[src/rtl/idu_pkg.sv]
// ============================================================================
// Module      : idu_pkg
// Description : Shared constants, opcodes, branch codes and decoder state type.
// Revision    : 1.0 - initial release
// ============================================================================
`default_nettype none

package idu_pkg;

    localparam logic [3:0] c_alu_add    = 4'b0000;
    localparam logic [3:0] c_alu_sub    = 4'b0001;
    localparam logic [3:0] c_alu_sll    = 4'b0010;
    localparam logic [3:0] c_alu_slt    = 4'b0100;
    localparam logic [3:0] c_alu_sltu   = 4'b0110;
    localparam logic [3:0] c_alu_xor    = 4'b1000;
    localparam logic [3:0] c_alu_srl    = 4'b1010;
    localparam logic [3:0] c_alu_sra    = 4'b1011;
    localparam logic [3:0] c_alu_or     = 4'b1100;
    localparam logic [3:0] c_alu_and    = 4'b1110;
    localparam logic [3:0] c_alu_pass_b = 4'b1111;

    localparam logic [6:0] c_op_lui    = 7'b0110111;
    localparam logic [6:0] c_op_auipc  = 7'b0010111;
    localparam logic [6:0] c_op_jal    = 7'b1101111;
    localparam logic [6:0] c_op_jalr   = 7'b1100111;
    localparam logic [6:0] c_op_branch = 7'b1100011;
    localparam logic [6:0] c_op_load   = 7'b0000011;
    localparam logic [6:0] c_op_store  = 7'b0100011;
    localparam logic [6:0] c_op_imm    = 7'b0010011;
    localparam logic [6:0] c_op_reg    = 7'b0110011;
    localparam logic [6:0] c_op_system = 7'b1110011;

    localparam logic [6:0]  c_f7_alt      = 7'b0100000;
    localparam logic [31:0] c_inst_ebreak = 32'h00100073;

    localparam logic [2:0] c_br_beq  = 3'b000;
    localparam logic [2:0] c_br_bne  = 3'b001;
    localparam logic [2:0] c_br_blt  = 3'b100;
    localparam logic [2:0] c_br_bge  = 3'b101;
    localparam logic [2:0] c_br_bltu = 3'b110;
    localparam logic [2:0] c_br_bgeu = 3'b111;
    // funct3 010 is never a branch, so it doubles as "not a branch"
    localparam logic [2:0] c_br_none = 3'b010;

    typedef enum logic [1:0] {
        ST_IDLE = 2'd0,
        ST_FULL = 2'd1,
        ST_HALT = 2'd2
    } idu_state_e;

    // The ALU code set is laid out as {funct3, alternate-encoding bit}
    function automatic logic [3:0] alu_code(input logic [2:0] funct3, input logic alt);
        return {funct3, alt};
    endfunction

endpackage

`default_nettype wire

[src/rtl/imm_gen.sv]
// ============================================================================
// Module      : imm_gen
// Description : Combinational immediate extraction for all RV32I formats.
// Revision    : 1.0 - initial release
// ============================================================================
`default_nettype none

module imm_gen
    import idu_pkg::*;
#(
    parameter int XLEN = 32
) (
    input  logic [31:0]     inst,
    output logic [XLEN-1:0] imm
);

    always_comb begin
        imm = '0;
        case (inst[6:0])
            c_op_imm, c_op_load, c_op_jalr, c_op_system:
                imm = {{(XLEN-11){inst[31]}}, inst[30:20]};
            c_op_store:
                imm = {{(XLEN-11){inst[31]}}, inst[30:25], inst[11:7]};
            c_op_branch:
                imm = {{(XLEN-12){inst[31]}}, inst[7], inst[30:25], inst[11:8], 1'b0};
            c_op_lui, c_op_auipc:
                imm = {{(XLEN-31){inst[31]}}, inst[30:12], 12'b0};
            c_op_jal:
                imm = {{(XLEN-20){inst[31]}}, inst[19:12], inst[20], inst[30:21], 1'b0};
            default:
                imm = '0;
        endcase
    end

endmodule

`default_nettype wire

[src/rtl/idu_decode.sv]
// ============================================================================
// Module      : idu_decode
// Description : RV32I decode stage with one-entry skid and HALT on ebreak/illegal.
//               Define IDU_RV32E_EN to reject register indices 16..31.
// Revision    : 1.0 - initial release
// ============================================================================
`default_nettype none

module idu_decode
    import idu_pkg::*;
#(
    parameter int XLEN = 32
) (
    input  logic            clk,
    input  logic            rst_n,
    input  logic            in_valid,
    output logic            in_ready,
    input  logic [31:0]     inst,
    input  logic [XLEN-1:0] pc,
    input  logic            flush,
    output logic            out_valid,
    input  logic            out_ready,
    output logic [3:0]      alu_op,
    output logic            src_a_pc,
    output logic            src_b_imm,
    output logic [XLEN-1:0] imm,
    output logic [4:0]      rs1,
    output logic [4:0]      rs2,
    output logic [4:0]      rd,
    output logic            reg_wen,
    output logic            mem_ren,
    output logic            mem_wen,
    output logic [2:0]      mem_size,
    output logic [2:0]      br_type,
    output logic            jump,
    output logic [XLEN-1:0] out_pc,
    output logic            ebreak,
    output logic            illegal
);

`ifdef IDU_RV32E_EN
    localparam logic c_rv32e = 1'b1;
`else
    localparam logic c_rv32e = 1'b0;
`endif

    idu_state_e      r_state;
    logic [6:0]      w_opcode;
    logic [2:0]      w_f3;
    logic [6:0]      w_f7;
    logic [XLEN-1:0] w_imm;
    logic            w_legal, w_illegal, w_ebreak, w_capture;
    logic            w_use_rs1, w_use_rs2, w_use_rd;
    logic [3:0]      w_alu_op;
    logic            w_a_pc, w_b_imm, w_reg_wen, w_mem_ren, w_mem_wen, w_jump;
    logic [2:0]      w_br_type;

    assign w_opcode = inst[6:0];
    assign w_f3     = inst[14:12];
    assign w_f7     = inst[31:25];
    assign w_ebreak = (inst == c_inst_ebreak);

    imm_gen #(.XLEN(XLEN)) u_imm_gen (
        .inst (inst),
        .imm  (w_imm)
    );

    always_comb begin
        w_legal   = 1'b0;
        w_use_rs1 = 1'b0;
        w_use_rs2 = 1'b0;
        w_use_rd  = 1'b0;
        w_alu_op  = c_alu_add;
        w_a_pc    = 1'b0;
        w_b_imm   = 1'b0;
        w_reg_wen = 1'b0;
        w_mem_ren = 1'b0;
        w_mem_wen = 1'b0;
        w_jump    = 1'b0;
        w_br_type = c_br_none;
        case (w_opcode)
            c_op_imm: begin
                w_use_rs1 = 1'b1;
                w_use_rd  = 1'b1;
                w_b_imm   = 1'b1;
                w_reg_wen = 1'b1;
                w_alu_op  = alu_code(w_f3, (w_f3 == 3'b101) && w_f7[5]);
                case (w_f3)
                    3'b001:  w_legal = (w_f7 == 7'b0);
                    3'b101:  w_legal = (w_f7 == 7'b0) || (w_f7 == c_f7_alt);
                    default: w_legal = 1'b1;
                endcase
            end
            c_op_reg: begin
                w_use_rs1 = 1'b1;
                w_use_rs2 = 1'b1;
                w_use_rd  = 1'b1;
                w_reg_wen = 1'b1;
                w_alu_op  = alu_code(w_f3, w_f7 == c_f7_alt);
                w_legal   = (w_f7 == 7'b0) ||
                            ((w_f7 == c_f7_alt) && ((w_f3 == 3'b000) || (w_f3 == 3'b101)));
            end
            c_op_load: begin
                w_use_rs1 = 1'b1;
                w_use_rd  = 1'b1;
                w_b_imm   = 1'b1;
                w_reg_wen = 1'b1;
                w_mem_ren = 1'b1;
                w_legal   = (w_f3 != 3'b011) && (w_f3[2:1] != 2'b11);
            end
            c_op_store: begin
                w_use_rs1 = 1'b1;
                w_use_rs2 = 1'b1;
                w_b_imm   = 1'b1;
                w_mem_wen = 1'b1;
                w_legal   = !w_f3[2] && (w_f3[1:0] != 2'b11);
            end
            c_op_branch: begin
                w_use_rs1 = 1'b1;
                w_use_rs2 = 1'b1;
                w_br_type = w_f3;
                w_alu_op  = !w_f3[2] ? c_alu_sub : (w_f3[1] ? c_alu_sltu : c_alu_slt);
                w_legal   = (w_f3[2:1] != 2'b01);
            end
            c_op_jal: begin
                w_use_rd  = 1'b1;
                w_a_pc    = 1'b1;
                w_b_imm   = 1'b1;
                w_reg_wen = 1'b1;
                w_jump    = 1'b1;
                w_legal   = 1'b1;
            end
            c_op_jalr: begin
                w_use_rs1 = 1'b1;
                w_use_rd  = 1'b1;
                w_b_imm   = 1'b1;
                w_reg_wen = 1'b1;
                w_jump    = 1'b1;
                w_legal   = (w_f3 == 3'b000);
            end
            c_op_lui: begin
                w_use_rd  = 1'b1;
                w_alu_op  = c_alu_pass_b;
                w_b_imm   = 1'b1;
                w_reg_wen = 1'b1;
                w_legal   = 1'b1;
            end
            c_op_auipc: begin
                w_use_rd  = 1'b1;
                w_a_pc    = 1'b1;
                w_b_imm   = 1'b1;
                w_reg_wen = 1'b1;
                w_legal   = 1'b1;
            end
            c_op_system: w_legal = w_ebreak;
            default:     w_legal = 1'b0;
        endcase

        w_illegal = !w_legal ||
                    (c_rv32e && |({w_use_rs1, w_use_rs2, w_use_rd} & {inst[19], inst[24], inst[11]}));

        // Illegal words must never cause side effects downstream
        if (w_illegal) begin
            w_alu_op  = c_alu_add;
            w_a_pc    = 1'b0;
            w_b_imm   = 1'b0;
            w_reg_wen = 1'b0;
            w_mem_ren = 1'b0;
            w_mem_wen = 1'b0;
            w_jump    = 1'b0;
            w_br_type = c_br_none;
        end
    end

    assign in_ready  = (r_state == ST_IDLE) || ((r_state == ST_FULL) && out_ready);
    assign out_valid = (r_state != ST_IDLE);
    assign w_capture = in_valid && in_ready;

    always_ff @(posedge clk or negedge rst_n) begin
        if (!rst_n) begin
            r_state   <= ST_IDLE;
            alu_op    <= '0;
            src_a_pc  <= 1'b0;
            src_b_imm <= 1'b0;
            imm       <= '0;
            rs1       <= '0;
            rs2       <= '0;
            rd        <= '0;
            reg_wen   <= 1'b0;
            mem_ren   <= 1'b0;
            mem_wen   <= 1'b0;
            mem_size  <= '0;
            br_type   <= '0;
            jump      <= 1'b0;
            out_pc    <= '0;
            ebreak    <= 1'b0;
            illegal   <= 1'b0;
        end else if (flush) begin
            r_state <= ST_IDLE;
        end else if (w_capture) begin
            r_state   <= (w_ebreak || w_illegal) ? ST_HALT : ST_FULL;
            alu_op    <= w_alu_op;
            src_a_pc  <= w_a_pc;
            src_b_imm <= w_b_imm;
            imm       <= w_imm;
            rs1       <= inst[19:15];
            rs2       <= inst[24:20];
            rd        <= inst[11:7];
            reg_wen   <= w_reg_wen;
            mem_ren   <= w_mem_ren;
            mem_wen   <= w_mem_wen;
            mem_size  <= w_f3;
            br_type   <= w_br_type;
            jump      <= w_jump;
            out_pc    <= pc;
            ebreak    <= w_ebreak;
            illegal   <= w_illegal;
        end else if ((r_state == ST_FULL) && out_ready) begin
            r_state <= ST_IDLE;
        end
    end

endmodule

`default_nettype wire

[config.mk]
export PLATFORM = sky130hd
export DESIGN_NAME = idu_decode
export DESIGN_NICKNAME = d
export VERILOG_FILES = /design/src/rtl/idu_pkg.sv /design/src/rtl/imm_gen.sv /design/src/rtl/idu_decode.sv
export SDC_FILE = /design/constraint.sdc
export NUM_CORES = 1
export LEC_CHECK = 0
export CORE_AREA = 2 2 104 106
export CTS_BUF_LIST = sky130_fd_sc_hd__clkbuf_4 sky130_fd_sc_hd__clkbuf_8 sky130_fd_sc_hd__clkbuf_16
export DETAILED_ROUTE_END_ITERATION = 10
export DIE_AREA = 0 0 106 108
export DONT_BUFFER_PORTS = 1
export GPL_TIMING_DRIVEN = 0
export HOLD_SLACK_MARGIN = 0.1
export PLACE_DENSITY = 0.67
export SKIP_CTS_REPAIR_TIMING = 1
export SKIP_LAST_GASP = 1
export SYNTH_ARGS = -nofsm -noshare
export SYNTH_HDL_FRONTEND = slang
export SYNTH_SLANG_ARGS = --single-unit
[constraint.sdc]
create_clock -name clk -period 4 [get_ports clk]
set_clock_uncertainty 0.1 [all_clocks]
set_input_delay 0.8 -clock clk [delete_from_list [all_inputs] [get_ports clk]]
set_output_delay 0.8 -clock clk [all_outputs]
set_load 0.01 [all_outputs]
==> results by group, run 1 <==
Drt
  – Via density: 5.61
  – First-pass iteration count of the detailed router: 5
  – Via count: 3598
  – Routed WL: between 10000 and 15000 µm
  – Post-DRT Antenna Nets: 0
  – WL per Instance: 19.7 µm
  – DRT iter0 DRCs: 348
  – DRC: 0

Synth
  – Dominant synthesized flop cell: dfrtp_1
  – Register area share after synthesis: 54.3%
  – Synth Area per Inst: between 9 and 10 µm²
  – Post-synthesis compound-gate area fraction: 14.4%
  – Post-synthesis simple-gate area fraction: between 20% and 30%
  – Ys Warns: 0
  – Cell count after synthesis: 488
  – Multiplexer share of the synthesized area: less than 1%
  – Xor/xnor cell area share of the yosys netlist: 0.192%
  – Async SR Flop Fraction: 100%
  – Post-Synth Adder-Cell Area: 0%
  – Post-synth EDFFs: 0
  – Combinational family with the most area after synthesis: simple AND/OR/NAND/NOR gates
  – Post-synth cell types: slightly below 60
  – Syn Nets: 557
  – Mapped cell area: between 4000 and 5000 µm²
  – Synthesis-stage register bit count: 99

Place
  – Port buffer count: 0
  – Area after DPL: around 4700 µm²
  – Placer Congestion: ~0.89
  – Setup WS pre-CTS: 1.32 ns
  – Detail Placement HPWL: approximately 9400 µm

Clock network
  – TritonCTS Buffers: 9
  – Clock Path Buffers: 2
  – H-tree depth: 3
  – Clock Latency Late Sink: 0.37 ns
  – Clock Sinks: between 90 and 100
  – Root buffer cell: clkbuf_8
  – CTS tree: built
  – Clock slew at reported path FFs: about 0.11 ns

STA
  – Final period utilization: 59.8%
  – Slew Limit Fails: 0
  – Setup Viol. Count Final: 0
  – Setup TNS: 0 ns
  – Max Fclk: about 420 MHz
  – Final Hold Fails: 0
  – RSZ-0062 raised after global routing: false
  – Relative slew slack: around 57%
  – Final WS setup: 1.61 ns
  – WHS: 0.188 ns
  – Minimum clock period: 2.39 ns
  – Worst slew pin tran: about 0.65 ns

Worst setup path
  – CP delay by family, top: buffers and inverters
  – Startpoint Class: flop
  – Crit Path Category: reg -> reg
  – Required time of the critical path: 4.21 ns
  – CP Cell Sequence: inv_1, o211ai_1, nor2_1, clkbuf_1, clkbuf_1, nand2_1, nand2_1
  – Number of cells on the critical path: 7
  – Crit path max-delay cell type: clkbuf_1
  – R2R depth: 7
  – Arrival @ worst endpoint: ~2.6 ns
  – Worst path buffer plus inverter count: 3
  – Largest stage delay, worst path: 0.55 ns
  – Crit. End Element: flop
  – Max Fanout on Critical Path: 10

Cells and area
  – Layout cells sized above 1: 13.7%
  – Commonest non-fill, non-tap cell in the layout: nand2_1
  – NumNets Final: about 570
  – Most frequent cells in the layout: 198 x nand2_1, 99 x dfrtp_1, 33 x nor2_1
  – Post-route cell area: 4980 µm²
  – ANT cells: 0
  – Area grow syn2layout: 9.10%

Pwr
  – VDD IR max: 0.000180 V
  – Leakage: approximately 2.3 nW
  – Final Power: about 0.0022 W
  – Power Dens Cells: 452 nW/µm²

GRT
  – Vias in the first global route: 3681
  – Pin count of the biggest net entering global routing: 100
  – Gr usage total: a little under a quarter
  – First-pass GRT wire length: 20100 µm
  – Initial antenna violation count: 0
  – Total gr overflow: 0

Outcome
  – Status: finished, final reports clean

Floorplanning
  – Die height: roughly 110 µm
  – Initial core utilization: 44.6%
  – Core Area: between 10000 and 15000 µm²
  – Die area: 11400 µm²
  – Row count: 37
  – IO Count: 168
  – Die W: 106 µm

Job
  – MaxCap Viol Count: 0

Worst hold path
  – HP Class: in -> async
## registers in the layout, indices dropped and copies added (netlist names)
signal,count
imm,32
out_pc,32
rd,5
rs1,5
rs2,5
alu_op,4
br_type,3
mem_size,3
r_state,2
ebreak,1
illegal,1
jump,1
mem_ren,1
mem_wen,1
reg_wen,1
src_a_pc,1
src_b_imm,1
## metal layers
metal | vias to the layer above | global-route usage, % | wire, µm
met2 | 181 | 36.2 | 5940
met4 | 0 | 6.77 | 193
met3 | 16 | 8.38 | 1350
met1 | 1730 | 29.1 | 5110
met5 | - | 0 | 0
li1 | 1671 | - | -
## layout make-up
type / instances / area [µm²]
Multi-Input combinational cell: 352 / 1900
Fill cell: 1002 / 5250
Buffer: 34 / 173
Clock buffer: 9 / 124
Tap cell: 136 / 170
Inverter: 3 / 11.3
Sequential cell: 99 / 2480
Clock inverter: 7 / 93.8
Timing Repair Buffer: 1 / 27.5
## final timing paths
path                              to  slack (ns)  startpoint
min in group clk           out_pc[2]        0.42       pc[2]
hold / removal                ebreak        0.19       rst_n
max in group asynchronous    imm[13]        3.13       rst_n
hold reg to reg               imm[8]        0.44      imm[8]
setup reg to reg               rd[2]        1.61  r_state[1]
setup / recovery               rd[2]        1.61  r_state[1]
## metrics by stage
stage / cells / utilization [%]
6_report: 641 / 48.7
4_1_cts: 640 / 48.4
5_1_grt: 641 / 48.7
3_3_place_gp: 624 / 46.3
3_5_place_dp: 624 / 46.3
2_1_floorplan: 488 / -
## logic make-up (layout without fill, tap and decap cells)
logic type	after synthesis	count (layout)
AND/OR/NAND/NOR	276	276
buffers and inverters	37	54
AO/OA/AOI/OAI	72	72
multiplexers	3	3
flip-flops	99	99
XOR/XNOR	1	1
## power by group
group	leakage [nW]	switching, W	internal, W
registers	1.26	0.000162	0.00113
logic	0.922	0.000169	0.0000962
clock network	0.107	0.000386	0.000307
total	2.29	0.000717	0.00153
## cells in the mapped netlist, types with 2 or more instances
cell      instances  share of area (%)
a221oi_1          6                1.2
nor3_1            3               0.33
nor2_1           33                2.7
nor3_2            2               0.44
a221o_1           9                2.0
a31oi_1           4               0.55
and2_1            2               0.27
nor2b_1           3               0.41
mux2_2            2               0.49
buf_4             2               0.33
nor4_1            4               0.55
nand3_1          11                1.2
o31ai_2           5                1.4
inv_1             3               0.25
a31oi_2           9                2.5
nand2_1         198                 16
a22oi_1           2               0.33
clkbuf_1         14                1.2
buf_1             3               0.25
buf_6             3               0.74
dfrtp_1          99                 54
nand3b_1          6               0.99
o21ai_0           2               0.22
o211ai_1          3               0.49
buf_2            12                1.3
a21oi_1           3               0.33
o21ai_2           5               0.96
nand2_2           2               0.27
o21a_1            3               0.49
o31ai_1           4               0.66
o21ai_1           3               0.33
No activity file was read; power rests on OpenSTA's default activity.
==> inputs of run 2 (changes only) <==
- clock period: 4 -> 2.23 ns (I/O delays scaled with it)
==> results by group, run 2 (synthesis gave the netlist of run 1 again) <==
Outcome
  – Status: finished with violations
  – Failing checks: hold timing

Cells and area
  – Area grow syn2layout: 19.6%
  – Layout cells sized above 1: 13.4%
  – Commonest non-fill, non-tap cell in the layout: nand2_1
  – Filler cell count: ~950
  – ANT cells: 0
  – Register area: 2480 µm²
  – Biggest regs: imm (32), out_pc (32)
  – Most frequent cells in the layout: 198 x nand2_1, 99 x dfrtp_1, 50 x dlygate4sd3_1
  – NumNets Final: slightly above 600
  – Multi-input logic area: 1900 µm²
  – Final Util: between 50% and 60%

Clock network
  – Clock slew at reported path FFs: 0.11 ns
  – Root buffer cell: clkbuf_8
  – Clock Sinks: 99
  – H-tree depth: 3
  – Clock Path Buffers: 2
  – TritonCTS Buffers: 9
  – Clock Latency Late Sink: 0.37 ns
  – CTS tree: built

Place
  – Placer Congestion: 0.888
  – Detail Placement HPWL: 9350 µm
  – Port buffer count: 0

STA
  – WHS: -0.344 ns
  – Minimum clock period: around 2.1 ns
  – Final Hold Fails: 99
  – RSZ-0062 raised after global routing: false
  – Worst slew pin tran: 0.522 ns
  – Relative slew slack: 65.2%
  – Max Fclk: 474 MHz
  – Setup Viol. Count Final: 0
  – Setup TNS: 0 ns
  – Slew Limit Fails: 0
  – Final period utilization: 94.7%

Worst setup path
  – Required time of the critical path: 2.36 ns
  – CP Cell Sequence: inv_1, o211ai_1, nor2_1, clkbuf_2, buf_2, a31oi_2
  – R2R depth: 6
  – Crit path from: r_state[1]
  – CP delay by family, top: buffers and inverters
  – Largest stage delay, worst path: approximately 0.38 ns
  – Worst path buffer plus inverter count: 3
  – Startpoint Class: flop
  – Crit path max-delay cell type: dfrtp_1
  – Setup slack, reg-to-reg: ~0.12 ns
  – Worst r2r dst: imm[23]
  – Arrival @ worst endpoint: 2.25 ns
  – Crit Path Category: reg -> reg
  – FF-to-FF Start: r_state[1]
  – Crit. End Element: flop
  – Max Fanout on Critical Path: 10
  – Number of cells on the critical path: 6
  – Setup crit end: imm[23]

GRT
  – First-pass GRT wire length: 20100 µm
  – Initial antenna violation count: 0
  – Gr usage total: 22.7%
  – Total gr overflow: 0
  – Vias in the first global route: 3681
  – Pin count of the biggest net entering global routing: 100

Drt
  – Via count: 3814
  – WL per Instance: 19.6 µm
  – Routed WL: 13500 µm
  – First-pass iteration count of the detailed router: 4
  – DRT iter0 DRCs: 383
  – Via density: 5.53
  – Post-DRT Antenna Nets: 0
  – DRC: 0

Floorplanning
  – Initial core utilization: about 45%
  – Die area: 11400 µm²
  – Die W: 106 µm
  – Core Area: between 10000 and 15000 µm²
  – IO Count: 168
  – Die height: 108 µm
  – Row count: 37

Pwr
  – Power Dens Cells: approximately 750 nW/µm²
  – VDD IR max: 0.000322 V
  – Leakage: 2.51 nW

Job
  – MaxCap Viol Count: 0

Worst hold path
  – HP Class: in -> async
[run 2: worst min path at each step]
stage,endpoint,depth (start not counted)
floorplan,alu_op[0],0
global route,ebreak,0
finish,ebreak,0
CTS,rs1[1],0
global placement,ebreak,0
detailed placement,ebreak,0
[run 2: metrics by stage]
stage | setup WS (ns) | cells | area [µm²] | hold slack, ns | total power, W
after floorplan | 0.341 | 488 | 4560 | 0.0504 | 0.00264
after global placement | -0.0941 | 624 | 4730 | 0.0539 | 0.00277
after detailed placement | -0.137 | 624 | 4730 | 0.0531 | 0.00280
after CTS | -0.161 | 640 | 4950 | -0.356 | 0.00405
after global routing | 0.0246 | 690 | 5460 | -0.373 | 0.00429
final | 0.118 | 690 | 5460 | -0.344 | 0.00409
[run 2: metal layers]
layer | routed length (µm) | track usage, % | up-vias
li1 | - | - | 1770
met2 | 6620 | 36.2 | 168
met3 | 1240 | 8.38 | 14
met5 | 0 | 0 | -
met4 | 133 | 6.77 | 0
met1 | 5500 | 29.1 | 1862
[run 2: power breakdown]
group / leakage [nW] / internal (W) / switching (W) / total, W
clock network: 0.107 / 0.000550 / 0.000697 / 0.00125
registers: 1.26 / 0.00203 / 0.000296 / 0.00232
logic: 1.14 / 0.000227 / 0.000291 / 0.000518
[run 2: worst reg2reg max path: cells and delay by family (launching register included)]
family          cells  cell delay (ns)
buf+inv             3             0.84
compound gates      2             0.32
simple gates        1             0.33
flops               1             0.38
[run 2: final cells by class]
class	count	area share (%)
sequential	99	45.4
multi-input combinational	352	34.8
timing repair buffer	50	9.17
buffer	34	3.30
tap	136	3.12
clock buffer	9	2.27
clock inverter	7	1.72
inverter	3	0.206
